**src/rtl/inst_prefetch_queue.sv**
```systemverilog
// Instruction prefetch FIFO between fetch and decode; one-cycle latency, in_ready drops only when full.
// Flush empties the queue at the next edge. Define PFQ_BYPASS_EN for zero-latency bypass when empty.
module inst_prefetch_queue #(
   parameter int INST_ADDR_WIDTH     = 16,
   parameter int INST_DATA_BIT_WIDTH = 16,
   parameter int DEPTH               = 4,
   parameter int PTR_WIDTH           = 2
) (
   input  logic                           clk,
   input  logic                           rst,
   input  logic                           flush,
   input  logic                           in_valid,
   output logic                           in_ready,
   input  logic [INST_ADDR_WIDTH-1:0]     in_pc,
   input  logic [INST_DATA_BIT_WIDTH-1:0] in_inst,
   input  logic                           in_exc,
   output logic                           out_valid,
   input  logic                           out_ready,
   output logic [INST_ADDR_WIDTH-1:0]     out_pc,
   output logic [INST_DATA_BIT_WIDTH-1:0] out_inst,
   output logic                           out_exc,
   output logic [PTR_WIDTH:0]             count
);

   typedef struct packed {
      logic [INST_ADDR_WIDTH-1:0]     pc;
      logic [INST_DATA_BIT_WIDTH-1:0] inst;
      logic                           exc;
   } entry_t;

   localparam logic [PTR_WIDTH:0] FULL_CNT = (PTR_WIDTH+1)'(DEPTH);
   localparam logic [PTR_WIDTH:0] CNT_ONE  = (PTR_WIDTH+1)'(1);
   localparam logic [PTR_WIDTH-1:0] PTR_ONE = PTR_WIDTH'(1);

   entry_t               mem_q [DEPTH];
   logic [PTR_WIDTH-1:0] wr_ptr_q, wr_ptr_d;
   logic [PTR_WIDTH-1:0] rd_ptr_q, rd_ptr_d;
   logic [PTR_WIDTH:0]   count_q, count_d;

   entry_t in_ent;
   entry_t out_ent;
   logic   empty, full;
   logic   push, pop;
   logic   wr_en, rd_en;

   assign in_ent = '{pc: in_pc, inst: in_inst, exc: in_exc};
   assign empty  = (count_q == '0);
   assign full   = (count_q == FULL_CNT);

   // in_ready ignores out_ready: no push-through when full.
   assign in_ready = rst & ~full;
   assign push     = in_valid & in_ready;
   assign pop      = out_valid & out_ready;

`ifdef PFQ_BYPASS_EN
   logic bypass;
   // An empty queue forwards the incoming tuple; it is stored only if decode stalls.
   assign bypass    = rst & empty & in_valid & ~flush;
   assign out_valid = ~empty | bypass;
   assign out_ent   = bypass ? in_ent : (empty ? '0 : mem_q[rd_ptr_q]);
   assign wr_en     = push & ~(bypass & out_ready);
   assign rd_en     = pop & ~bypass;
`else
   assign out_valid = ~empty;
   assign out_ent   = empty ? '0 : mem_q[rd_ptr_q];
   assign wr_en     = push;
   assign rd_en     = pop;
`endif

   assign out_pc   = out_ent.pc;
   assign out_inst = out_ent.inst;
   assign out_exc  = out_ent.exc;
   assign count    = count_q;

   always_comb begin
      wr_ptr_d = wr_ptr_q;
      rd_ptr_d = rd_ptr_q;
      count_d  = count_q;
      if (flush) begin
         wr_ptr_d = '0;
         rd_ptr_d = '0;
         count_d  = '0;
      end else begin
         if (wr_en) wr_ptr_d = wr_ptr_q + PTR_ONE;
         if (rd_en) rd_ptr_d = rd_ptr_q + PTR_ONE;
         case ({wr_en, rd_en})
            2'b10:   count_d = count_q + CNT_ONE;
            2'b01:   count_d = count_q - CNT_ONE;
            default: count_d = count_q;
         endcase
      end
   end

   always_ff @(posedge clk or negedge rst) begin
      if (!rst) begin
         wr_ptr_q <= '0;
         rd_ptr_q <= '0;
         count_q  <= '0;
      end else begin
         wr_ptr_q <= wr_ptr_d;
         rd_ptr_q <= rd_ptr_d;
         count_q  <= count_d;
      end
   end

   // Storage needs no reset; count gates everything read from it.
   always_ff @(posedge clk) begin
      if (wr_en && !flush) mem_q[wr_ptr_q] <= in_ent;
   end

endmodule
```
**config.mk**
```make
export PLATFORM = sky130hd
export DESIGN_NAME = inst_prefetch_queue
export DESIGN_NICKNAME = d
export VERILOG_FILES = /design/src/rtl/inst_prefetch_queue.sv
export SDC_FILE = /design/constraint.sdc
export NUM_CORES = 1
export LEC_CHECK = 0
export ABC_AREA = 1
export CORE_UTILIZATION = 45
export CTS_CLUSTER_SIZE = 24
export DETAILED_ROUTE_END_ITERATION = 6
export HOLD_SLACK_MARGIN = 0.02
export PLACE_DENSITY = 0.67
export SLEW_MARGIN = 20
export SYNTH_ARGS = -nofsm -noshare
export SYNTH_HDL_FRONTEND = slang
export SYNTH_SLANG_ARGS = --single-unit
```
**constraint.sdc**
```tcl
create_clock -name clk -period 3.4 [get_ports clk]
set_clock_uncertainty 0.05 [all_clocks]
set_input_delay 0.85 -clock clk [delete_from_list [all_inputs] [get_ports clk]]
set_output_delay 0.85 -clock clk [all_outputs]
set_load 0.03 [all_outputs]
```
==> After elaboration in Yosys (flattened, before gate mapping) <==
Memories as Yosys holds them, arrays and structs flattened.
Index checks and enable logic that the tools add are counted.
{ "classes": {"n_addsub": 4, "n_eq_ne": 3, "muxes": 9, "bitwise": 5, "n_reduce_logical": 6} }
{ "ops": {"columns": ["operator", "n"], "rows": [
  ["$mux W33", 1],
  ["$mux W2", 4],
  ["$pmux W3 S2", 1],
  ["$add A2 B1 Y2 const B", 2],
  ["$reduce_bool A2 Y1", 2],
  ["$add A3 B1 Y3 const B", 1],
  ["$and A1 B1 Y1", 3],
  ["$eq A3 B3 Y1 const B", 1],
  ["$logic_not A3 Y1", 1],
  ["$mux W3", 1],
  ["$reduce_bool A3 Y1", 1],
  ["$sub A3 B1 Y3 const B", 1],
  ["$eq A2 B1 Y1 const B", 1],
  ["$eq A2 B2 Y1 const B", 1],
  ["$mux W1", 2],
  ["$not A1 Y1", 2],
  ["$logic_and A1 B1 Y1", 1],
  ["$logic_not A1 Y1", 1]
]} }
{ "totals": {"register_bits": 7, "ramBits": 132, "input_bits": 38, "output_inout_bits": 38, "wordCells": 31, "mem_count": 1} }
{ "memory_table": {"columns": ["memory", "words", "word_bits", "read_ports", "rd_ports_with_merged_regs", "write_ports", "line", "text"], "rows": [
  ["mem_q", 4, 33, 1, 0, 1, "35", "entry_t mem_q [DEPTH];"]
]} }

==> Logic depth before layout (Yosys ltp) <==
{ "logic_depth": {"word_depth": 7, "mapped_depth": 13, "ltp_nobuf": 13} }

==> Least setup slack after synthesis <==
Ideal clock, no wire load.
{ "synth_timing": {"path_type": "input port to flip-flop", "from": "in rst", "to": "mem mem_q[0][0] (netlist name) (enable)", "setup_time_ns": 0.423, "t_arrival_ns": 2.830, "t_required_ns": 2.927, "slack_ns": 0.097, "cell_stages": 4, "n_path_buf": 0, "path_cell_list": "inv_1 > a21oi_4 > nand3_1 > nor2_1"} }
{ "synth_between": {"elab_chain_cells": 5} }
{ "synth_rtl": {"columns": ["element", "line", "text"], "rows": [
  ["start: declaration", "10", "input logic rst,"],
  ["$and A1 B1 Y1", "51", "assign in_ready = rst & ~full;"],
  ["net in_ready", "13", "output logic in_ready,"],
  ["$and A1 B1 Y1", "52", "assign push = in_valid & in_ready;"],
  ["$logic_and A1 B1 Y1", "108", "if (wr_en && !flush) mem_q[wr_ptr_q] <= in_ent;"],
  ["$mux W1", "108", null],
  ["$mux W1 (not written as such)", "108", null],
  ["end: declaration", "35", null]
]} }
The timed path passes the listed nets, and every way through them passes these cells.

==> Final worst setup path <==
{ "layout_timing": {"from": "reg rd_ptr_q[0]", "to": "out out_pc[6]"} }
{ "layout_between": {"elab_chain_cells": 2} }
{ "layout_rtl": {"columns": ["element", "line", "text"], "rows": [
  ["start: declaration", "37", "logic [PTR_WIDTH-1:0] rd_ptr_q, rd_ptr_d;"],
  ["start signal: assignment", "101", "rd_ptr_q <= rd_ptr_d;"],
  ["$mem_v2 Z4 W33", null, null],
  ["$mux W33", "65", "assign out_ent = empty ? '0 : mem_q[rd_ptr_q];"],
  ["end: declaration", "19", "output logic [INST_ADDR_WIDTH-1:0] out_pc,"]
]} }
Every way passes these cells.

==> flow_metrics.tcl <==
set metrics [dict create \
    status "complete, no violations" \
    min_period_ps 3047 \
    postCtsSetupBuffers 0 \
    arrival_ps 2150 \
    crit_slowest_cell "buf_4" \
    grt_use_total_pct 19.21 \
    die_h_um 114.1 \
    cts_buffers 17 \
    cts_hold_buffers 0 \
    worst_hold_path.num_cells 1 \
    worst-setup-path-type "flip-flop to output port" \
    worst_pin_slew_ps 743.3 \
    cp_slowest_stage_delay_ps 590 \
    yosysUniqueCellTypes 25 \
    fill_cells 1000 \
    first_pass_iters 4 \
    synth_seq_cells 139 \
    total_switching_power_mw 1.870 \
    drcViolationCount 0 \
    async_reset_ff_share_pct 5.036 \
    synth_edf_count 132 \
    dieWidth_um 114.1 \
    cts_root_buf "clkbuf_16" \
    cp-end-kind "output port" \
    timing.fmax_mhz 328.2 \
    ir_worst_vdd_v 0.0004938 \
    clk_pin_slew_worst_paths_ps 50 \
    r2r_cells 5 \
    diodes 0 \
    gp_congestion 0.7981 \
    grt_pass1_wl_um 18490 \
    antenna_left 0 \
    hold_path.class "flip-flop to flip-flop" \
    nets 581 \
    synthCells 458 \
    drt-total-wl_um 11700 \
    io_buffer_count 75 \
    crit_fanout 67 \
    p_int_mw 3.646 \
    seq_power_share_pct 35.8 \
    leakagePower_nw 2.540 \
    mostFrequentLayoutCells "135 x nor2_1, 132 x edfxtp_1, 48 x o21ai_0" \
    gr-total-overflow 0 \
    cts_tree "yes" \
    post-route-util_pct 58.48 \
    finalSetupViolCount 0 \
    ys_seq_area_share_pct 73.20 \
    rsz0062_at_grt "no" \
    layout_commonest_cell "nor2_1" \
    start_util_pct 46.68 \
    cp_cell_sequence "buf_4 > nor2_1 > nor2_1 > o21ai_0 > a21oi_1 > buf_4" \
    hpwl_um 6846 \
    synth_area_per_cell_um2 12.35 \
    clk_latency_ps 400 \
    grt_pass1_vias 3578 \
    clockBufferDepth 2 \
    setup_ws_ps 353.0 \
    num_vias 3678 \
    pwr-share-comb_pct 32.2 \
    p_per_area_nw_per_um2 778.8 \
    post_drt_wl_per_cell_um 16.30 \
    synth_fp_nets 501 \
    cts_resized 0 \
    drv_cap 0 \
    timing.final.crit_share_pct 89.62 \
    cts_sinks 139 \
    hold_violations 0 \
    row_count 40 \
    die-area_um2 13020 \
    core_um2 12110 \
    tns_ps 0 \
    drt_iter0_markers 235 \
    design.portCount 76 \
    power_frac_clock_pct 32.0 \
    slew_viol_final 0 \
    syn_area_um2 5654 \
    synth_flop_cell "edfxtp_1" \
    dp_slack_ps 448.0 \
    cp-start-kind "flip-flop" \
    slew-limit-headroom_pct 50.45 \
    swShare_pct 33.90 \
    required_ps 2500 \
    yosysWarnings 0 \
    grt_max_degree 68 \
    htreeDepth 4 \
    vias_per_cell 5.123 \
    syn_to_final_growth_pct 25.27 \
    antenna_found_initial 0 \
    drive_gt1_share_pct 16.18 \
]
==> metrics by stage <==
stage | cells | total power, mW | instance area [um2] | hold WS, ps
after floorplan | 458 | 3.190 | 5654 | 450.7
after global placement | 687 | 3.769 | 6519 | 493.8
after detailed placement | 687 | 3.791 | 6519 | 491.7
after CTS | 718 | 5.553 | 7083 | 499.3
after global routing | 718 | 5.783 | 7083 | 554.9
final | 718 | 5.516 | 7083 | 499.2
==> registers in the layout (all words and copies together) (netlist names) <==
signal	cells
mem_q	132
count	3
rd_ptr_q	2
wr_ptr_q	2
==> power by group through the flow <==
stage               clock network (mW)  logic (mW)  registers [mW]
finish                            1.76        1.78            1.97
detailed placement                   0        1.78            2.01
global route                      1.88        1.93            1.98
CTS                               1.79        1.79            1.97
global placement                     0        1.76            2.01
floorplan                            0        1.16            2.03
==> routing by layer <==
layer / vias to the layer above / wire length [um] / GRT usage, %
li1: 1765 / - / -
met1: 1795 / 5178 / 24.86
met2: 111 / 5886 / 31.96
met3: 7 / 543 / 4.341
met4: 0 / 92 / 6.926
met5: - / 0 / 0
==> cell usage after synthesis (2+ instances only) <==
cell      count  share of area (%)
nand3_2       2               0.35
nand3_1       4               0.35
o21ai_0      48                4.2
o21ai_1      20                1.8
buf_6         5                1.0
clkbuf_1      5               0.33
ha_1          4               0.89
dfrtp_1       7                3.1
a21oi_1      34                3.0
inv_2         4               0.27
nand2_1      14               0.93
edfxtp_1    132                 70
inv_1        11               0.73
nor2_1      139                9.2
nand2_2       3               0.33
buf_2        14                1.2
nand4_1       4               0.44
==> final cells by class <==
type	count	area (um2)	area share [%]
flip-flops and latches	139	4140	58.45
multi-input cells	278	1335	18.85
repair buffers	86	773.2	10.92
clock buffers	20	436.7	6.165
well taps	168	210.2	2.968
clock inverters	11	127.6	1.802
inverters	16	60.06	0.8479
==> path summary, 6_finish.rpt <==
path	start	end	slack, ps
min in group asynchronous	rst	count[0]$_DFFE_PN0P_	720
worst min-delay path	wr_ptr_q[0]$_DFFE_PN0P_	wr_ptr_q[0]$_DFFE_PN0P_	500
worst max-delay path	rd_ptr_q[0]$_DFFE_PN0P_	out_pc[6]	350
max in group asynchronous	rst	rd_ptr_q[0]$_DFFE_PN0P_	2430
worst max register to register	count[0]$_DFFE_PN0P_	mem_q[2][28]$_DFFE_PP_	1270
worst min register to register	wr_ptr_q[0]$_DFFE_PN0P_	wr_ptr_q[0]$_DFFE_PN0P_	500
==> logic make-up (layout without fill, tap and decap cells) <==
family	count (synthesis)	after routing	share of synthesized area [%]
adders and majority gates	5	5	1.239
and+or+nand+nor	169	169	12.19
AOI/OAI and AO/OA	104	104	9.648
buffers and inverters	41	133	3.717
DFF	139	139	73.20
==> worst max-delay path, delay by kind of cell (launching register included) <==
kind	cells	cell delay, ps
and+or+nand+nor	2	230
AOI/OAI and AO/OA	2	330
buffers and inverters	2	790
DFF	1	360
No activity file was read; power rests on OpenSTA's default activity.
